File: src/rtl/alu_issue.sv
// RV32I ALU-class decode/issue stage: decodes OP/OP-IMM/LUI/AUIPC into ALU operands and
// operation, held behind a valid/ready handshake with an optional two-entry skid buffer.
module alu_issue #(
  parameter bit SKID = 1'b1
) (
  input  logic        clk,
  input  logic        rst_n,
  input  logic        flush,
  input  logic        in_valid,
  output logic        in_ready,
  input  logic [31:0] in_instr,
  input  logic [31:0] in_pc,
  input  logic [31:0] in_rs1_data,
  input  logic [31:0] in_rs2_data,
  output logic        out_valid,
  input  logic        out_ready,
  output logic [31:0] out_operand1,
  output logic [31:0] out_operand2,
  output logic [3:0]  out_operation,
  output logic [4:0]  out_rd,
  output logic        out_rd_we,
  output logic        out_illegal,
  output logic [31:0] out_pc
);

  localparam logic [3:0] ALU_ADD  = 4'd0;
  localparam logic [3:0] ALU_SUB  = 4'd1;
  localparam logic [3:0] ALU_SLL  = 4'd2;
  localparam logic [3:0] ALU_SLT  = 4'd3;
  localparam logic [3:0] ALU_SLTU = 4'd4;
  localparam logic [3:0] ALU_XOR  = 4'd5;
  localparam logic [3:0] ALU_SRL  = 4'd6;
  localparam logic [3:0] ALU_SRA  = 4'd7;
  localparam logic [3:0] ALU_OR   = 4'd8;
  localparam logic [3:0] ALU_AND  = 4'd9;
  localparam logic [3:0] ALU_OLUI = 4'd10;

  localparam logic [6:0] OPC_OP    = 7'b0110011;
  localparam logic [6:0] OPC_IMM   = 7'b0010011;
  localparam logic [6:0] OPC_LUI   = 7'b0110111;
  localparam logic [6:0] OPC_AUIPC = 7'b0010111;

  typedef struct packed {
    logic [31:0] op1;
    logic [31:0] op2;
    logic [3:0]  op;
    logic [4:0]  rd;
    logic        rd_we;
    logic        illegal;
    logic [31:0] pc;
  } entry_t;

  typedef enum logic [1:0] {EMPTY, ONE, FULL} state_t;

  // ---------------- decode ----------------
  entry_t      dec;
  logic        legal;
  logic [31:0] d_op1, d_op2, imm_i, imm_u, shamt;
  logic [3:0]  d_op;
  logic [6:0]  opc, f7;
  logic [2:0]  f3;

  assign opc   = in_instr[6:0];
  assign f3    = in_instr[14:12];
  assign f7    = in_instr[31:25];
  assign imm_i = {{20{in_instr[31]}}, in_instr[31:20]};
  assign imm_u = {in_instr[31:12], 12'b0};
  assign shamt = {27'b0, in_instr[24:20]};

  always_comb begin
    legal = 1'b0;
    d_op1 = '0;
    d_op2 = '0;
    d_op  = ALU_ADD;
    case (opc)
      OPC_OP: begin
        d_op1 = in_rs1_data;
        d_op2 = in_rs2_data;
        legal = (f7 == 7'h00) || (f7 == 7'h20 && (f3 == 3'b000 || f3 == 3'b101));
        case (f3)
          3'b000:  d_op = f7[5] ? ALU_SUB : ALU_ADD;
          3'b001:  d_op = ALU_SLL;
          3'b010:  d_op = ALU_SLT;
          3'b011:  d_op = ALU_SLTU;
          3'b100:  d_op = ALU_XOR;
          3'b101:  d_op = f7[5] ? ALU_SRA : ALU_SRL;
          3'b110:  d_op = ALU_OR;
          default: d_op = ALU_AND;
        endcase
      end
      OPC_IMM: begin
        d_op1 = in_rs1_data;
        d_op2 = imm_i;
        legal = 1'b1;
        case (f3)
          3'b000:  d_op = ALU_ADD;
          3'b001: begin
            d_op  = ALU_SLL;
            d_op2 = shamt;
            legal = (f7 == 7'h00);
          end
          3'b010:  d_op = ALU_SLT;
          3'b011:  d_op = ALU_SLTU;
          3'b100:  d_op = ALU_XOR;
          3'b101: begin
            d_op  = f7[5] ? ALU_SRA : ALU_SRL;
            d_op2 = shamt;
            legal = (f7 == 7'h00) || (f7 == 7'h20);
          end
          3'b110:  d_op = ALU_OR;
          default: d_op = ALU_AND;
        endcase
      end
      OPC_LUI: begin
        d_op2 = imm_u;
        d_op  = ALU_OLUI;
        legal = 1'b1;
      end
      OPC_AUIPC: begin
        d_op1 = in_pc;
        d_op2 = imm_u;
        legal = 1'b1;
      end
      default: ;
    endcase

    // Malformed encodings travel as a clean ADD 0,0 so trap logic sees a benign entry.
    dec.op1     = legal ? d_op1 : '0;
    dec.op2     = legal ? d_op2 : '0;
    dec.op      = legal ? d_op : ALU_ADD;
    dec.rd      = in_instr[11:7];
    dec.rd_we   = legal && (in_instr[11:7] != 5'd0);
    dec.illegal = !legal;
    dec.pc      = in_pc;
  end

  // ---------------- handshake / storage ----------------
  state_t state_q, state_d;
  entry_t main_q, skid_q, main_d;
  logic   fire, load_main, load_skid, main_from_skid;

  // With SKID=0 the ONE->FULL arc is unreachable: fire in ONE implies out_ready.
  assign in_ready = SKID ? (state_q != FULL) : (state_q == EMPTY || out_ready);
  assign fire     = in_valid && in_ready && !flush;
  assign main_d   = main_from_skid ? skid_q : dec;

  always_comb begin
    state_d        = state_q;
    load_main      = 1'b0;
    load_skid      = 1'b0;
    main_from_skid = 1'b0;
    if (flush) begin
      state_d = EMPTY;
    end else begin
      case (state_q)
        EMPTY: if (fire) begin
          state_d   = ONE;
          load_main = 1'b1;
        end
        ONE: begin
          if (fire && !out_ready) begin
            state_d   = FULL;
            load_skid = 1'b1;
          end else if (fire) begin
            load_main = 1'b1;
          end else if (out_ready) begin
            state_d = EMPTY;
          end
        end
        FULL: if (out_ready) begin
          state_d        = ONE;
          load_main      = 1'b1;
          main_from_skid = 1'b1;
        end
        default: state_d = EMPTY;
      endcase
    end
  end

  always_ff @(posedge clk or negedge rst_n) begin
    if (!rst_n) begin
      state_q <= EMPTY;
      main_q  <= '0;
      skid_q  <= '0;
    end else begin
      state_q <= state_d;
      if (load_main) main_q <= main_d;
      if (load_skid) skid_q <= dec;
    end
  end

  assign out_valid     = (state_q != EMPTY);
  assign out_operand1  = main_q.op1;
  assign out_operand2  = main_q.op2;
  assign out_operation = main_q.op;
  assign out_rd        = main_q.rd;
  assign out_rd_we     = main_q.rd_we;
  assign out_illegal   = main_q.illegal;
  assign out_pc        = main_q.pc;

endmodule

File: config.mk
export PLATFORM = sky130hd
export DESIGN_NAME = alu_issue
export DESIGN_NICKNAME = d
export VERILOG_FILES = /design/src/rtl/alu_issue.sv
export SDC_FILE = /design/constraint.sdc
export NUM_CORES = 1
export LEC_CHECK = 0
export CAP_MARGIN = 10
export CORE_MARGIN = 4
export CORE_UTILIZATION = 50
export DETAILED_ROUTE_END_ITERATION = 7
export PLACE_DENSITY_LB_ADDON = 0.2
export SLEW_MARGIN = 20
export SYNTH_ARGS = -nofsm -noshare
export SYNTH_HDL_FRONTEND = slang
export SYNTH_SLANG_ARGS = --single-unit
File: constraint.sdc
create_clock -name clk -period 2.45 [get_ports clk]
set_clock_uncertainty 0.2 [all_clocks]
set_input_delay 0.49 -clock clk [delete_from_list [all_inputs] [get_ports clk]]
set_output_delay 0.49 -clock clk [all_outputs]
set_load 0.02 [all_outputs]
Word level (Yosys, flattened, before mapping)
Index checks and enable logic that the tools add are counted.
{"block": "op_classes", "n_reduce_logical": 20, "eq_ne": 18, "muxes": 31}
{"op": "107-bit two-way mux", "count": 1}
{"op": "32-bit two-way mux", "count": 3}
{"op": "32-bit case mux with 3 select lines", "count": 1}
{"op": "32-bit case mux with 2 select lines", "count": 1}
{"op": "4-bit case mux with 7 select lines", "count": 2}
{"op": "7-bit by 6-bit equality test with 1-bit output, second input constant", "count": 3}
{"op": "7-bit by 5-bit equality test with 1-bit output, second input constant", "count": 2}
{"op": "2-bit two-way mux", "count": 6}
{"op": "4-bit case mux with 3 select lines", "count": 1}
{"op": "1-bit two-way mux", "count": 11}
{"op": "3-bit equality test, second input constant", "count": 3}
{"op": "4-bit inequality test, second input constant", "count": 2}
{"op": "7-bit logical NOT", "count": 1}
{"op": "3-bit by 2-bit equality test with 1-bit output, second input constant", "count": 2}
{"op": "3-bit inequality test, second input constant", "count": 2}
{"op": "1-bit case mux with 3 select lines", "count": 2}
{"op": "2-bit case mux with 3 select lines", "count": 1}
{"op": "2-bit OR reduction", "count": 3}
{"op": "1-bit logical AND", "count": 5}
{"op": "5-bit nonzero test", "count": 1}
{"op": "4-bit two-way mux", "count": 1}
{"op": "4-bit AND reduction", "count": 1}
{"op": "3-bit by 1-bit equality test with 1-bit output, second input constant", "count": 1}
{"op": "1-bit logical NOT", "count": 3}
{"op": "8 further kinds", "count": 10}
{"block": "totals", "ff_bits": 216, "wordCells": 84, "input_bits": 133, "output_inout_bits": 109}

Depth between registers and ports, before layout
{"block": "logic_depth", "depth_word": 7, "ltp_mapped": 8, "ltp_nobuf": 5}

Least setup slack after synthesis
OpenSTA, ideal clock, no wires.
{"block": "synth_timing", "path_type": "input to register", "start": "in in_instr[3]", "end": "reg main_q, in the netlist out_operand1[29]", "path_buffers": 3, "stages": 8, "t_arrival_ns": 1.813, "t_required_ns": 2.173, "path_slack_ns": 0.360, "path_cell_list": "nand2b_1 -> or3_1 -> clkbuf_1 -> nor2_1 -> nand2_2 -> buf_2 -> buf_6 -> o21ai_1"}
{"block": "synth_between", "elab_chain_len": 5, "word_cells_on_any_way": 10, "cone_classes": "eq/ne (4); mux (4); reduce/logical (2)"}
{"element": "start, declared", "line": "11", "source": "input logic [31:0] in_instr,"}
{"element": "7-bit by 6-bit equality test with 1-bit output / 7-bit by 5-bit equality test with 1-bit output (equally long branches)", "line": "75", "source": "case (opc)"}
{"element": "2-bit OR reduction (no line)"}
{"element": "1-bit case mux with 3 select lines / 32-bit case mux with 2 select lines (equally long branches)", "line": "75"}
{"element": "32-bit two-way mux (*)", "line": "128", "source": "dec.op1 = legal ? d_op1 : '0;"}
{"element": "107-bit two-way mux (*)", "line": "145", "source": "assign main_d = main_from_skid ? skid_q : dec;"}
{"element": "end signal, assigned", "line": "187", "source": "if (load_main) main_q <= main_d;"}
{"element": "end, declared", "line": "139", "source": "entry_t main_q, skid_q, main_d;"}
Mark *: on every way between the ends. The rest lies on a longest branch, timed or not.
A chain may end at the register's enable or synchronous reset.

Worst setup path in the final report
{"block": "layout_timing", "start": "reg main_q, in the netlist out_operation[3]", "end": "out out_operation[3]"}
{"element": "end, declared", "line": "19", "source": "output logic [3:0] out_operation,"}
No word-level cell between the ends.

==> metrics.md <==
| Metric | Value |
|---|---|
| Status | finished, final reports clean |
| Bufs and invs on worst path | 1 |
| Final Critical Period | 2.28 ns |
| Internal | 6.87 mW |
| Mapped Nets | 1154 |
| Crit path max-delay family | buffers and inverters |
| Total track usage | 0.270 |
| Predominant post-synthesis flop cell | dfrtp_1 |
| Core ar. | 0.0195 mm² |
| Worst hold path depth | 2 |
| Vias in the first global route | 9048 |
| Async set or reset register ratio after synthesis | 1.00 |
| EDFF count, synth | 0 |
| Post-Syn Area | 0.00997 mm² |
| Achievable frequency | 0.438 GHz |
| Final GP Congestion | 0.873 |
| P_sw | 2.39 mW |
| NumNets Final | 1412 |
| CTS H-tree lvls | 1 |
| Most common cell after layout, fill and taps aside | nand2_1 |
| Largest net degree at the start of global routing | 74 |
| Slew @ Worst Pin | 0.500 ns |
| Die W | 149 µm |
| Rows | 51 |
| Post-synthesis sequential area ratio | 0.542 |
| Peak supply drop | 0.538 mV |
| Syn Inst Count | 1021 |
| Hold EP | skid_q[48] |
| Critical Path RT | 1.76 ns |
| Placement-stage cell area | 0.0132 mm² |
| Vias per cell | 5.73 |
| Inserted Diodes | 0 |
| Initial antenna violation count | 0 |
| Slew headroom | 0.667 |
| CP endpoint kind | primary output |
| Critical path type | flop to primary output |
| WL final | 30700 µm |
| Leakage power | 6.04 nW |
| Min-Delay Startpoint | skid_q[48] |
| Power, Total | 9.25 mW |
| Unrepaired setup endpoints after global routing | false |
| Setup Buffers After CTS | 0 |
| Worst R2R End | out_pc[21] |
| Crit path cell chain | clkdlybuf4s50_1 |
| CTS tree | yes |
| Share of cells above drive strength 1 | 0.149 |
| Combinational group share of total power | 0.158 |
| Slowest CP cell | clkdlybuf4s50_1 |
| First-pass GRT wire length | 48100 µm |
| CP max stage delay | 0.69 ns |
| Final Util | 0.719 |
| Most frequent cells in the layout | nand2_1, clkdlybuf4s50_1, dfrtp_1 |
| Drt wl/cell | 19.7 µm |
| Finished Layout Cells | 1560 |
| IO Count | 242 |
| Yosys reg bits | 216 |
| Iter 0 DRT Violations | 736 |
| Num CTS Buffers | 23 |
| Max FO, Critical Path | 3 |
| Vias | 8945 |
| Clk buf depth | 3 |
| Area Overhead vs Synth | 40.8% |
| R2r startpoint | state_q[0] |
| Fin worst setup slack | 0.166 ns |
| Synth warn | 0 |
| Overflow after GRT | 0 |
| CTS sink cnt | 216 |
| Remaining antenna violation count | 0 |
| Post-DP HPWL | 21000 µm |
| Initial core utilization | 0.511 |
| Root Buffer | clkbuf_16 |
| Die H | 149 µm |
| Netlist cell types | 46 |
| P per Cell Area | 659 mW/mm² |
| Pre-antenna DRT Iters | 6 |
| Crit path launch type | flop |
| Period utilisation layout | 0.932 |
| R2r worst-path depth | 5 |
| Register share of total power | 0.437 |
| Avg Synthesized Cell Area | 9.76 µm² |
| Worst reg-to-reg setup slack | 0.39 ns |
| DRC violations left | 0 |
| Worst-path clk slew | 0.06 ns |
| Fin. max-slew vios | 0 |
| Clock latency on the worst-skew pair | 0.51 ns |
| Dpl cells | 1518 |
| Sw Ratio | 0.258 |
| PortBufs | 241 |
| CP arrival | 1.59 ns |
| Final Hold Vio Count | 0 |
| Clk pwr share | 0.405 |
| Max-cap viol count | 0 |
| Setup WS pre-CTS | -0.262 ns |
| Design area | 0.0140 mm² |
| Final setup violation count | 0 |
| Worst min-delay path class | flop to flop |
| Die area | 0.0223 mm² |
-- worst max-delay path by stage --
stage	from	endpoint	slack, ns	cells after the start
global placement	in_instr[3]	skid_q[65]	-0.23	7
global route	in_instr[3]	skid_q[51]	0.1	8
finish	out_operation[3]	out_operation[3]	0.17	1
floorplan	in_instr[3]	out_operand1[29]	0.36	8
detailed placement	in_instr[3]	skid_q[65]	-0.26	7
CTS	state_q[1]	out_valid	0.17	2
-- through the flow --
step,hold WS [ns],TNS [ns]
floorplan,-0.00559,0
CTS,0.278,0
global placement,0.257,-24.07
detailed placement,0.263,-25.80
global route,0.300,0
finish,0.277,0
-- power by group through the flow --
stage,Clock (mW),Sequential (mW),Combinational (mW)
6_report,3.75,4.04,1.46
5_1_grt,3.95,4.07,1.59
4_1_cts,3.79,4.04,1.47
3_5_place_dp,0,4.09,1.47
3_3_place_gp,0,4.08,1.44
2_1_floorplan,0,4.22,0.489
-- registers in the layout (all words and copies together) (netlist names) --
signal / count
out_operation: 4
out_operand1: 32
out_rd_we: 1
out_rd: 5
out_illegal: 1
out_operand2: 32
state_q: 2
out_pc: 32
skid_q: 107
-- cells in the mapped netlist, types with 2 or more instances --
| cell | n | share of area |
|---|---|---|
| a221o_1 | 20 | 0.020 |
| nand2_2 | 2 | 0.0013 |
| buf_6 | 4 | 0.0045 |
| inv_1 | 20 | 0.0075 |
| nor2_1 | 93 | 0.035 |
| dfrtp_1 | 216 | 0.54 |
| nand2b_1 | 5 | 0.0031 |
| a211oi_1 | 2 | 0.0015 |
| o31ai_1 | 25 | 0.019 |
| a31oi_1 | 3 | 0.0019 |
| buf_1 | 3 | 0.0011 |
| o21ai_1 | 11 | 0.0055 |
| o22ai_1 | 38 | 0.024 |
| mux2i_1 | 6 | 0.0060 |
| clkbuf_1 | 65 | 0.024 |
| a22oi_1 | 66 | 0.050 |
| buf_2 | 15 | 0.0075 |
| and2_1 | 2 | 0.0013 |
| a22o_1 | 31 | 0.027 |
| nand3_1 | 9 | 0.0045 |
| nand2_1 | 245 | 0.092 |
| o31ai_2 | 49 | 0.062 |
| a221oi_1 | 2 | 0.0018 |
| o21ai_2 | 9 | 0.0079 |
| o21ai_0 | 43 | 0.022 |
| a21oi_1 | 16 | 0.0080 |
| and3_1 | 2 | 0.0013 |
-- per-layer routing --
layer / GRT usage / part of all wire
met5: 0 / 0
met4: 0.0883 / 0.026
met3: 0.0568 / 0.080
met2: 0.424 / 0.47
met1: 0.379 / 0.42
-- worst min-delay path, cell delays in order (launching register included) --
cell	delay, ns
dfrtp_1	0.34
nand2_1	0.05
o31ai_1	0.05
-- final cells by class --
class,instances,area [µm²]
inverter,20,75.1
timing repair buffer,320,3240
fill,1456,5490
clock inverter,11,171
clock buffer,30,652
multi-input combinational,698,4160
tap,265,332
sequential,216,5410
-- repair_timing --
action | in CTS | in global routing
endpoints found under the hold margin | 54 | 0
hold buffers | 1 | 0
resized for setup | 2 | 0
endpoints found under the setup margin | 2 | 0
-- kinds of logic after synthesis --
group	share of synthesized area
AND/OR/NAND/NOR	0.150
buffers and inverters	0.0452
multiplexers	0.00603
flip-flops	0.542
XOR/XNOR	0.000879
AO/OA/AOI/OAI	0.255
Power figures use the tool's default switching activity.
